## src/rtl/pwm_pkg.sv

```systemverilog
// Shared constants for the multi-channel PWM generator.
// Align mode encoding used by the shadow and active align registers.
package pwm_pkg;

    localparam logic ALIGN_EDGE   = 1'b0;
    localparam logic ALIGN_CENTER = 1'b1;

endpackage

```

## src/rtl/pwm_multi_if.sv

```systemverilog
// Control/output bundle of pwm_multi.
// master = register/control side, slave = the PWM generator itself.
interface pwm_multi_if #(
    parameter int CH = 4,
    parameter int CW = 8
);

    logic              en;
    logic              align_i;
    logic [CW-1:0]     period_i;
    logic [CH*CW-1:0]  duty_i;
    logic              load_i;
    logic              sweep_i;
    logic [CH-1:0]     pwm_o;
    logic              cyc_o;
    logic              load_ack_o;

    modport master (
        output en, align_i, period_i, duty_i, load_i, sweep_i,
        input  pwm_o, cyc_o, load_ack_o
    );

    modport slave (
        input  en, align_i, period_i, duty_i, load_i, sweep_i,
        output pwm_o, cyc_o, load_ack_o
    );

endinterface

```

## src/rtl/pwm_cmp_ch.sv

```systemverilog
// One PWM compare channel: active duty register, optional duty sweep and
// the registered output compare (cnt < duty).
// Optional feature macro: PWM_SWEEP_EN (adds the STEP duty sweep adder).
module pwm_cmp_ch #(
    parameter int CW   = 8,
    parameter int STEP = 5
) (
    input  logic          clk,
    input  logic          rst,
    input  logic          en_i,
    input  logic [CW-1:0] cnt_i,
    input  logic          apply_i,
    input  logic [CW-1:0] dutyNew_i,
    input  logic          sweepTick_i,
    input  logic [CW-1:0] periodAct_i,
    output logic          pwm_o
);

    logic [CW-1:0] duty_q;
    logic [CW-1:0] duty_d;
    logic          pwm_q;

`ifdef PWM_SWEEP_EN
    logic [CW:0] dutyStep;

    // Duty plus one sweep step, one bit wider so a CW-bit overflow is visible.
    always_comb begin
        dutyStep = {1'b0, duty_q} + (CW+1)'(STEP);
    end
`else
    localparam int unusedStep = STEP;
    logic unusedSweep;
    assign unusedSweep = ^{sweepTick_i, periodAct_i};
`endif

    // Next duty: a pending load wins; otherwise the sweep ramps and folds to 0.
    always_comb begin
        duty_d = duty_q;
        if (apply_i) begin
            duty_d = dutyNew_i;
        end
`ifdef PWM_SWEEP_EN
        else if (sweepTick_i) begin
            duty_d = (dutyStep > {1'b0, periodAct_i}) ? '0 : dutyStep[CW-1:0];
        end
`endif
    end

    // Duty register and output compare flop; output forced low while disabled.
    always_ff @(posedge clk) begin
        if (rst) begin
            duty_q <= '0;
            pwm_q  <= 1'b0;
        end else begin
            duty_q <= duty_d;
            pwm_q  <= en_i && (cnt_i < duty_q);
        end
    end

    assign pwm_o = pwm_q;

endmodule

```

## src/rtl/pwm_multi.sv

```systemverilog
// Multi-channel PWM generator: shared edge/center-aligned period counter,
// double-buffered period/duty/align updates at cycle boundaries, run enable.
// Optional feature macro: PWM_SWEEP_EN (automatic duty sweep when sweep_i=1).
module pwm_multi
    import pwm_pkg::*;
#(
    parameter int CH         = 4,
    parameter int CW         = 8,
    parameter int PERIOD_RST = 99,
    parameter int STEP       = 5
) (
    input logic        clk,
    input logic        rst,
    pwm_multi_if.slave bus
);

    logic [CW-1:0]    cnt_q, cnt_d;
    logic             dirDown_q, dirDown_d;
    logic [CW-1:0]    periodAct_q;
    logic             alignAct_q;
    logic             pending_q, pending_d;
    logic [CW-1:0]    periodShd_q;
    logic [CH*CW-1:0] dutyShd_q;
    logic             alignShd_q;
    logic             cyc_q;
    logic             loadAck_q;
    logic             lastCount;
    logic             apply;
    logic             sweepTick;
    logic [CH-1:0]    pwmBits;

    // Last count of a cycle: top in edge mode (or tiny periods), 1 on the way down in center mode.
    always_comb begin
        lastCount = 1'b0;
        if (bus.en) begin
            if ((alignAct_q == ALIGN_EDGE) || (periodAct_q <= CW'(1))) begin
                lastCount = (cnt_q == periodAct_q);
            end else begin
                lastCount = dirDown_q && (cnt_q == CW'(1));
            end
        end
    end

    // Shadow values go live at a boundary, or immediately while disabled.
    always_comb begin
        apply     = pending_q && (lastCount || !bus.en);
        pending_d = bus.load_i ? 1'b1 : (apply ? 1'b0 : pending_q);
    end

    // Counter sequencing: restart at 0 going up on a boundary or while disabled.
    always_comb begin
        cnt_d     = cnt_q;
        dirDown_d = dirDown_q;
        if (!bus.en || lastCount) begin
            cnt_d     = '0;
            dirDown_d = 1'b0;
        end else if ((alignAct_q == ALIGN_CENTER) && !dirDown_q && (cnt_q == periodAct_q)) begin
            cnt_d     = cnt_q - CW'(1);
            dirDown_d = 1'b1;
        end else if (dirDown_q) begin
            cnt_d = cnt_q - CW'(1);
        end else begin
            cnt_d = cnt_q + CW'(1);
        end
    end

`ifdef PWM_SWEEP_EN
    assign sweepTick = lastCount && !apply && bus.sweep_i;
`else
    logic unusedSweep;
    assign unusedSweep = bus.sweep_i;
    assign sweepTick   = 1'b0;
`endif

    // Counter, shadow registers, active period/align and the cycle/ack pulses.
    always_ff @(posedge clk) begin
        if (rst) begin
            cnt_q       <= '0;
            dirDown_q   <= 1'b0;
            periodAct_q <= CW'(PERIOD_RST);
            alignAct_q  <= ALIGN_EDGE;
            pending_q   <= 1'b0;
            periodShd_q <= '0;
            dutyShd_q   <= '0;
            alignShd_q  <= ALIGN_EDGE;
            cyc_q       <= 1'b0;
            loadAck_q   <= 1'b0;
        end else begin
            cnt_q     <= cnt_d;
            dirDown_q <= dirDown_d;
            pending_q <= pending_d;
            cyc_q     <= lastCount;
            loadAck_q <= apply;
            if (bus.load_i) begin
                periodShd_q <= bus.period_i;
                dutyShd_q   <= bus.duty_i;
                alignShd_q  <= bus.align_i;
            end
            if (apply) begin
                periodAct_q <= periodShd_q;
                alignAct_q  <= alignShd_q;
            end
        end
    end

    for (genvar k = 0; k < CH; k++) begin : gCh
        pwm_cmp_ch #(
            .CW   (CW),
            .STEP (STEP)
        ) uCh (
            .clk         (clk),
            .rst         (rst),
            .en_i        (bus.en),
            .cnt_i       (cnt_q),
            .apply_i     (apply),
            .dutyNew_i   (dutyShd_q[k*CW +: CW]),
            .sweepTick_i (sweepTick),
            .periodAct_i (periodAct_q),
            .pwm_o       (pwmBits[k])
        );
    end

    assign bus.pwm_o      = pwmBits;
    assign bus.cyc_o      = cyc_q;
    assign bus.load_ack_o = loadAck_q;

endmodule

```

## src/flat_wrapper.sv

```systemverilog
// flat-port wrapper written by rule: the top's interface ports become plain ports
module pwm_multi_flat import pwm_pkg::*;
#(
    parameter int CH         = 4,
    parameter int CW         = 8,
    parameter int PERIOD_RST = 99,
    parameter int STEP       = 5
)
  (clk, rst, bus_en, bus_align_i, bus_period_i, bus_duty_i, bus_load_i, bus_sweep_i, bus_pwm_o, bus_cyc_o, bus_load_ack_o);
  pwm_multi_if #(.CH(CH), .CW(CW)) bus_i ();
  input logic clk;
  input logic rst;
  input wire logic [$bits(bus_i.en)-1:0] bus_en;
  input wire logic [$bits(bus_i.align_i)-1:0] bus_align_i;
  input wire logic [$bits(bus_i.period_i)-1:0] bus_period_i;
  input wire logic [$bits(bus_i.duty_i)-1:0] bus_duty_i;
  input wire logic [$bits(bus_i.load_i)-1:0] bus_load_i;
  input wire logic [$bits(bus_i.sweep_i)-1:0] bus_sweep_i;
  output wire logic [$bits(bus_i.pwm_o)-1:0] bus_pwm_o;
  output wire logic [$bits(bus_i.cyc_o)-1:0] bus_cyc_o;
  output wire logic [$bits(bus_i.load_ack_o)-1:0] bus_load_ack_o;
  assign bus_i.en = bus_en;
  assign bus_i.align_i = bus_align_i;
  assign bus_i.period_i = bus_period_i;
  assign bus_i.duty_i = bus_duty_i;
  assign bus_i.load_i = bus_load_i;
  assign bus_i.sweep_i = bus_sweep_i;
  assign bus_pwm_o = bus_i.pwm_o;
  assign bus_cyc_o = bus_i.cyc_o;
  assign bus_load_ack_o = bus_i.load_ack_o;
  pwm_multi #(.CH(CH), .CW(CW), .PERIOD_RST(PERIOD_RST), .STEP(STEP)) u_core (.clk(clk), .rst(rst), .bus(bus_i));
endmodule
```

## config.mk

```make
export PLATFORM = sky130hd
export DESIGN_NAME = pwm_multi_flat
export DESIGN_NICKNAME = d
export VERILOG_FILES = /design/src/rtl/pwm_pkg.sv /design/src/rtl/pwm_multi_if.sv /design/src/rtl/pwm_cmp_ch.sv /design/src/rtl/pwm_multi.sv /design/src/flat_wrapper.sv
export SDC_FILE = /design/constraint.sdc
export NUM_CORES = 1
export LEC_CHECK = 0
export CAP_MARGIN = 30
export CORE_MARGIN = 8
export CORE_UTILIZATION = 58
export CTS_BUF_LIST = sky130_fd_sc_hd__clkbuf_8
export CTS_CLUSTER_DIAMETER = 200
export DETAILED_ROUTE_END_ITERATION = 10
export HOLD_SLACK_MARGIN = 0.02
export PLACE_DENSITY = 0.91
export SLEW_MARGIN = 20
export SYNTH_ARGS = -nofsm -noshare
export SYNTH_HDL_FRONTEND = slang
export SYNTH_HIERARCHICAL = 1
export SYNTH_SLANG_ARGS = --single-unit
```

## constraint.sdc

```tcl
create_clock -name clk -period 3 [get_ports clk]
set_input_delay 0.75 -clock clk [delete_from_list [all_inputs] [get_ports clk]]
set_output_delay 0.75 -clock clk [all_outputs]
set_load 0.05 [all_outputs]
```

# Word-level counts from Yosys, hierarchy flattened
# Index checks and enable logic that the tools add are counted.
# totals
ff_bits	98
latchBits	0
ramBits	0
romBits	0
inputBits	46
output_inout_bits	6
wordCells	48
mem_count	0
# op_classes
addsub	2
multipliers	0
n_div	0
n_lt_le_gt_ge	5
eq_ne	2
shifts	0
mux	6
bitwise_logic	1
n_reduce_logical	14
# ops
cell	count
8-bit less-than comparator	4
8-bit 2-to-1 mux	2
8-bit by 1-bit adder with 8-bit output (second input constant)	1
8-bit by 1-bit equality test with 1-bit output (second input constant)	1
8-bit equality test	1
8-bit by 1-bit less-or-equal comparator with 1-bit output (second input constant)	1
1-bit logical AND	8
8-bit by 1-bit subtractor with 8-bit output (second input constant)	1
1-bit 2-to-1 mux	4
1-bit logical NOT	2
1-bit logical OR	2
2-bit nonzero test	1
2-bit OR reduction	1
1-bit NOT	1

# Logic depth before layout (Yosys ltp)
# Gate-level depths: netlist of run 1.
# logic_depth
word_depth	8
mapped_depth	9
ltp_nobuf	8

# Hierarchy
# The synthesis of run 1 kept the hierarchy.
# modules_own_cells
mod	instances	cells_each	area_each_um2	seq_area_each_um2
pwm_multi	1	263	2732.6	1241.2
pwm_cmp_ch	4	50	484.2	180.2

# Least setup slack after synthesis of run 1
# Ideal clock, no wire load.
# synth_timing
path_type	reg2reg
from	register u_core.cnt_q[4]
to	register u_core.gCh[0].uCh.duty_q[0]
setup_ns	0.127
t_arrival_ns	1.981
t_required_ns	2.873
slack_ns	0.892
stages_incl_launch_ff	9
path_buffers	2
period_less_slack_ns	2.108
cell_sequence	dfxtp_1 -> buf_6 -> or4_4 -> nor2_4 -> a41oi_4 -> nand2_1 -> buf_2 -> mux2i_1 -> nor2_1
# synth_between
elab_chain_cells	6
word_cells_on_any_way	7
cone_classes	eq/ne (2); mux (2); reduce/logical (3)
# synth_lines
element	line_no	source
start: declaration	pwm_multi.sv:17	logic [CW-1:0] cnt_q, cnt_d;
start signal: assignment	pwm_multi.sv:89	cnt_q <= cnt_d;
8-bit by 1-bit equality test with 1-bit output	pwm_multi.sv:39	lastCount = dirDown_q && (cnt_q == CW'(1));
1-bit logical AND	pwm_multi.sv:39	
1-bit 2-to-1 mux (*)	pwm_multi.sv:36	if ((alignAct_q == ALIGN_EDGE) || (periodAct_q <= CW'(1))) begin
1-bit 2-to-1 mux (*)	pwm_multi.sv:35	if (bus.en) begin
1-bit logical OR (*)	pwm_multi.sv:46	apply = pending_q && (lastCount || !bus.en);
1-bit logical AND (*)	pwm_multi.sv:46	
net u_core.apply	pwm_multi.sv:28	logic apply;
end signal: assignment	pwm_cmp_ch.sv:55	duty_q <= duty_d;
end: declaration	pwm_cmp_ch.sv:19	logic [CW-1:0] duty_q;
# Mark *: on every way through the listed nets, which the timed path passes. The rest lies on a longest branch.
# A chain may end at the register's enable or synchronous reset.

# Worst setup path after layout of run 1
# layout_timing
from	register u_core.cnt_q[3]
to	register u_core.pending_q
# layout_between
elab_chain_cells	7
word_cells_on_any_way	8
cone_classes	eq/ne (2); mux (2); reduce/logical (4)
# layout_lines
element	line_no	source
8-bit by 1-bit equality test with 1-bit output	pwm_multi.sv:39	
1-bit logical AND	pwm_multi.sv:39	
1-bit 2-to-1 mux (*)	pwm_multi.sv:36	
1-bit 2-to-1 mux (*)	pwm_multi.sv:35	
1-bit logical OR (*)	pwm_multi.sv:46	
1-bit logical AND (*)	pwm_multi.sv:46	
2-bit nonzero test (no source line) (*)	--	
end signal: assignment	pwm_multi.sv:91	pending_q <= pending_d;
end: declaration	pwm_multi.sv:21	logic pending_q, pending_d;
# Mark *: on every way between the ends. The rest lies on a longest branch, timed or not.

==> key figures, run 1 <==
Layout
  – Design Area, Final: 0.00543 mm2
  – Most frequent cells in the layout: dfxtp_1, mux2i_1, nor2_1
  – # fillers: 556
  – Layout Cells excl Fill: 613
  – Commonest non-fill, non-tap cell in the layout: dfxtp_1
  – Ant diodes: 0
  – Final core utilization: 69.8%
  – Share of layout cells above drive strength 1: 9.20%
  – Area delta synth->final: 16.3%
  – Layout Nets: 583

Routing
  – # DRC: 0
  – Total number of vias: 3423
  – First-pass DRT Iterations: 4
  – Wire per inst: 15.6 um
  – Drt total wl: 9550 um
  – Antenna Nets Post-Route: 0
  – Initial DRC count: 148
  – Vias per inst: 5.58

Global route
  – GRT overflow: 0
  – All-layer global routing usage: 17.2%
  – GR Util met3: 2.44%
  – M1 GR Usage: 18.2%
  – Largest net degree at the start of global routing: 89
  – Met2 Use GR: 32.0%
  – Initial antenna violation count: 0
  – Number of global-route vias before repair: 3608
  – GRT Max-Usage Layer: met2
  – Global-route wire length before repair: 16100 um

Setup path
  – FF-to-FF path depth: 5
  – CP Launch Type: register
  – CP startpoint: u_core/cnt_q[3]
  – Largest stage delay, worst path: 0.69 ns
  – Critical path destination: u_core/pending_q
  – Capture point of the worst reg-to-reg path: u_core/pending_q
  – Crit Reg-Reg Startpoint: u_core/cnt_q[3]
  – Reg2Reg Setup Slack: 0.60 ns
  – Worst setup path class: reg2reg
  – CP Max Fanout: 15
  – CP required: 3.23 ns
  – CP endpoint kind: register
  – Slowest CP cell: dfxtp_1
  – Signal arrival time at the worst endpoint: 2.63 ns
  – Crit-path cells: xor2_1 -> nor4_4 -> nand3b_1 -> a41oi_1 -> nor2_1

CTS
  – Clk Latency, worst-skew pair: 0.36 ns
  – Reg clk slew, reported paths: 0.09 ns
  – Clk root buf: clkbuf_8
  – CTS Hold Bufs: 0
  – Sink Count: 98
  – Max clock buf depth: 2
  – H-tree depth: 3
  – Post-CTS resize count: 0
  – TritonCTS clock tree: done
  – Num CTS Buffers: 9
  – # Post-CTS Setup Buffers: 0

Die
  – Die height: 106 um
  – Initial Util: 60.1%
  – Rows: 32
  – Die footprint: 0.0112 mm2
  – Chip Width: 106 um
  – Core Area: 0.00777 mm2
  – I/O pin count: 52

Timing
  – Final Hold Vio Count: 0
  – Worst-Margin Slew: 0.633 ns
  – Setup Total Neg Slack: 0 ns
  – RSZ-0062 raised after global routing: no
  – Crit path time final: 2.40 ns
  – Max Slew Vio Count: 0
  – Final setup fails: 0
  – Final Skew: 0.0124 ns
  – Ratio of final minimum period to clock period: 79.9%
  – F_max: 417 MHz
  – Slew headroom: 57.7%

Placement
  – Placed insts: 597
  – DP HPWL: 6450 um
  – Placed Area: 0.00522 mm2
  – Port buffer count: 50
  – Gpl congestion: 0.843

Pwr
  – Max VDD drop: 0.318 mV
  – Leak: 2.19 nW
  – Pwr per Cell Area: 463 mW/mm2
  – Total Power: 2.51 mW

Synthesis
  – Syn Nets: 539
  – Yosys warns: 6
  – Syn Inst Count: 462
  – Cell Area, Synth: 0.00467 mm2
  – Syn avg cell area: 10.1 um2

Status
  – Status: completed

Worst hold path
  – Hold Crit Class: reg2reg
  – Hold Path Depth: 1

Flow run
  – Max_cap viols: 0
## report_power, final
group          total (mW)  internal [mW]  switching, mW
clock               0.853          0.408          0.445
combinational       0.275          0.145          0.131
sequential           1.38           1.35         0.0340
## per-layer routing
layer	wire, um	up-vias
li1	-	1690
met1	3990	1630
met2	5010	82
met3	332	21
met4	214	0
met5	0	-
## registers in the layout, summed over array words and instances, names as in the netlist
signal,cells
u_core/bus.load_ack_o,1
u_core/alignShd_q,1
u_core/periodAct_q,8
u_core/dutyShd_q,32
u_core/periodShd_q,8
u_core/gCh.uCh/duty_q,32
u_core/bus.cyc_o,1
u_core/pending_q,1
u_core/alignAct_q,1
u_core/cnt_q,8
u_core/gCh.uCh/pwm_o,4
u_core/dirDown_q,1
## metrics by stage
step / setup slack [ns] / hold slack [ns]
2_1_floorplan: 0.892 / 0.435
3_3_place_gp: 0.612 / 0.446
3_5_place_dp: 0.572 / 0.453
4_1_cts: 0.673 / 0.479
5_1_grt: 0.453 / 0.502
6_report: 0.602 / 0.475
## area by class of cell
class | instances | area [um2] | share of cell area [%]
Multi-Input combinational cell | 309 | 2440 | 45.0
Clock inverter | 6 | 66.3 | 1.22
Inverter | 30 | 113 | 2.08
Clock buffer | 10 | 138 | 2.54
Tap cell | 102 | 128 | 2.35
Sequential cell | 98 | 1960 | 36.2
Timing Repair Buffer | 58 | 576 | 10.6
## worst max-delay path, delay by kind of cell, from the launching register on
kind	cells	cell delay, ns
flops	1	0.69
simple gates	3	0.99
compound gates	1	0.40
xor+xnor	1	0.19
## worst min path at each step
| stage | startpoint | endpoint | slack [ns] |
|---|---|---|---|
| floorplan | u_core/periodShd_q[0] | u_core/periodAct_q[0] | 0.43 |
| global placement | u_core/periodShd_q[0] | u_core/periodAct_q[0] | 0.45 |
| detailed placement | u_core/periodShd_q[0] | u_core/periodAct_q[0] | 0.45 |
| CTS | u_core/periodShd_q[0] | u_core/periodAct_q[0] | 0.48 |
| global route | u_core/periodShd_q[0] | u_core/periodAct_q[0] | 0.50 |
| finish | u_core/periodShd_q[0] | u_core/periodAct_q[0] | 0.47 |
Power figures use the tool's default switching activity.
==> inputs of run 2 (changes only) <==
CORE_UTILIZATION = 53   (was 58)
PLACE_DENSITY = 0.88   (was 0.91)
clock period = 2.1 ns   (was 3 ns; I/O delays follow)
==> key figures, run 2 (same netlist as run 1, synthesis figures left out) <==
CTS
  – TritonCTS clock tree: done
  – Clk Latency, worst-skew pair: 0.36 ns (about the same)
  – Num CTS Buffers: 9 (unchanged)
  – Max clock buf depth: 2 (unchanged)
  – Reg clk slew, reported paths: 0.10 ns (about the same)
  – Sink Count: 98 (unchanged)
  – H-tree depth: 3 (unchanged)
  – Clk root buf: clkbuf_8

Pwr
  – Share of power burned in the clock network: 33.5% (-0.4 points)
  – Seq pwr share: 55.0% (about the same)
  – Total Power: 3.59 mW (+43%)
  – Pwr per Cell Area: 649 mW/mm2 (+40%)
  – Pint: 2.70 mW (+42%)
  – Leak: 2.26 nW (+3.5%)
  – Max VDD drop: 0.403 mV (+27%)
  – Net Sw Frac: 24.9% (+0.64 points)
  – Switch Pwr: 0.894 mW (+47%)
  – Logic pwr share: 11.5% (+0.5 points)

Layout
  – Ant diodes: 0 (unchanged)
  – Share of layout cells above drive strength 1: 11.5% (+2.3 points)
  – Biggest regs: u_core/dutyShd_q: 32 flops, u_core/gCh.uCh/duty_q: 32 flops
  – Commonest non-fill, non-tap cell in the layout: dfxtp_1
  – Final core utilization: 64.1% (-5.8 points)
  – Most frequent cells in the layout: dfxtp_1, mux2i_1, nor2_1
  – Layout Nets: 595 (+2.1%)
  – # fillers: 654 (+18%)
  – Area delta synth->final: 18.6%
  – Design Area, Final: 0.00553 mm2 (+2.0%)

Die
  – Die footprint: 0.0121 mm2 (+8.0%)
  – Chip Width: 110 um (+3.9%)
  – Die height: 110 um (+3.9%)
  – I/O pin count: 52 (unchanged)
  – Rows: 34 (+6.3%)
  – Initial Util: 54.0% (-6.0 points)
  – Core Area: 0.00864 mm2 (+11%)

Timing
  – Final setup fails: 0 (unchanged)
  – Crit path time final: 2.03 ns
  – RSZ-0062 raised after global routing: no
  – Worst-Margin Slew: 0.522 ns (-0.111 ns)
  – Ratio of final minimum period to clock period: 96.6%
  – Max Slew Vio Count: 0 (unchanged)
  – F_max: 493 MHz
  – Slew headroom: 65.1% (+7.4 points)
  – Final Skew: 0.0185 ns (+0.00605 ns)
  – Final Hold Vio Count: 0 (unchanged)

Placement
  – DP HPWL: 7000 um (+8.5%)
  – Port buffer count: 50 (unchanged)
  – Placed Area: 0.00532 mm2 (+1.9%)
  – Gpl congestion: 0.843 (about the same)

Routing
  – Vias per inst: 5.49 (-1.7%)
  – Drt total wl: 9980 um (+4.5%)
  – Antenna Nets Post-Route: 0 (unchanged)
  – # DRC: 0 (unchanged)
  – Initial DRC count: 122 (-18%)
  – First-pass DRT Iterations: 4 (unchanged)
  – Total number of vias: 3462 (+1.1%)
  – Wire per inst: 15.8 um (+1.6%)

Setup path
  – Crit Reg-Reg Startpoint: u_core/cnt_q[5]
  – Largest stage delay, worst path: 0.80 ns (+0.11 ns)
  – Worst setup path class: reg2out
  – Critical path destination: bus_load_ack_o
  – Slowest CP cell: clkdlybuf4s50_1
  – CP Max Fanout: 1 (-14)
  – CP Launch Type: register
  – Delay-heaviest family, CP: buffers and inverters
  – Crit-path cells: clkdlybuf4s50_1
  – Reg2Reg Setup Slack: 0.14 ns (-0.46 ns)
  – Bufs and invs on worst path: 1 (+1)
  – Crit path depth: 1 (-4)
  – CP startpoint: u_core/bus.load_ack_o
  – CP endpoint kind: output port
  – Signal arrival time at the worst endpoint: 1.50 ns (-1.13 ns)
  – Capture point of the worst reg-to-reg path: u_core/gCh[3].uCh/duty_q[1]
  – CP required: 1.57 ns (-1.66 ns)
  – FF-to-FF path depth: 7 (+2)

Status
  – Status: completed

Global route
  – Largest net degree at the start of global routing: 43 (-52%)
  – Initial antenna violation count: 0 (unchanged)
  – Number of global-route vias before repair: 3623 (+0.42%)
  – Global-route wire length before repair: 16400 um (+1.8%)
  – GRT overflow: 0 (unchanged)
  – All-layer global routing usage: 17.1% (-0.17 points)

Flow run
  – Max_cap viols: 0 (unchanged)

Worst hold path
  – Hold Crit Class: in2reg
-- run 2: changes by cell type in the layout (fill, tap and decap cells not counted), sizes merged --
cell           before  now
buf                10   23
clkbuf             10    9
clkdlybuf4s50      48   47
clkinvlp            3    1
inv                30   33
-- run 2: layer usage --
metal	vias up	track usage, %	share of wire [%]
met3	22	3.22	4.0
met5	-	0	0
li1	1717	-	-
met4	0	8.68	2.4
met1	1652	18.8	42
met2	71	30.6	51
-- run 2: cell type report --
cell class	instances	area [um2]	share of cell area, %
inverters	30	113	2.03
clock inverters	7	71.3	1.29
multi-input cells	309	2450	44.3
clock buffers	9	124	2.24
well taps	108	135	2.44
repair buffers	70	676	12.2
flip-flops and latches	98	1960	35.5
-- run 2: stage by stage --
stage	hold WS, ns	cells	TNS, ns	setup slack [ns]
finish	0.469	631	0	0.0724
global route	0.447	631	0	0.0341
CTS	0.440	630	0	0.0470
detailed placement	0.452	614	-2.32	-0.103
global placement	0.450	614	-1.73	-0.0610
floorplan	0.435	462	-0.257	-0.00802
-- run 2: worst min-delay path by stage --
stage	startpoint	end	slack (ns)	cells after the start
2_1_floorplan	u_core/periodShd_q[0]	u_core/periodAct_q[0]	0.43	1
3_3_place_gp	u_core/periodShd_q[0]	u_core/periodAct_q[0]	0.45	1
3_5_place_dp	u_core/periodShd_q[0]	u_core/periodAct_q[0]	0.45	1
4_1_cts	rst	u_core/gCh[0].uCh/pwm_o	0.44	2
5_1_grt	rst	u_core/gCh[0].uCh/pwm_o	0.45	2
6_report	rst	u_core/gCh[0].uCh/pwm_o	0.47	2
-- run 2: power groups by stage --
stage / combinational (mW) / sequential, mW / clock (mW)
after CTS: 0.413 / 1.97 / 1.22
after floorplan: 0.245 / 2.02 / 0
after global routing: 0.453 / 1.98 / 1.30
after detailed placement: 0.409 / 2.02 / 0
final: 0.414 / 1.97 / 1.20
after global placement: 0.392 / 2.01 / 0
-- run 2: timing repair --
| action | CTS | global route |
|---|---|---|
| setup endpoints to repair | 0 | 13 |
| hold buffers | 0 | 0 |
| resized for setup | 0 | 3 |
| buffers inserted | 0 | 1 |
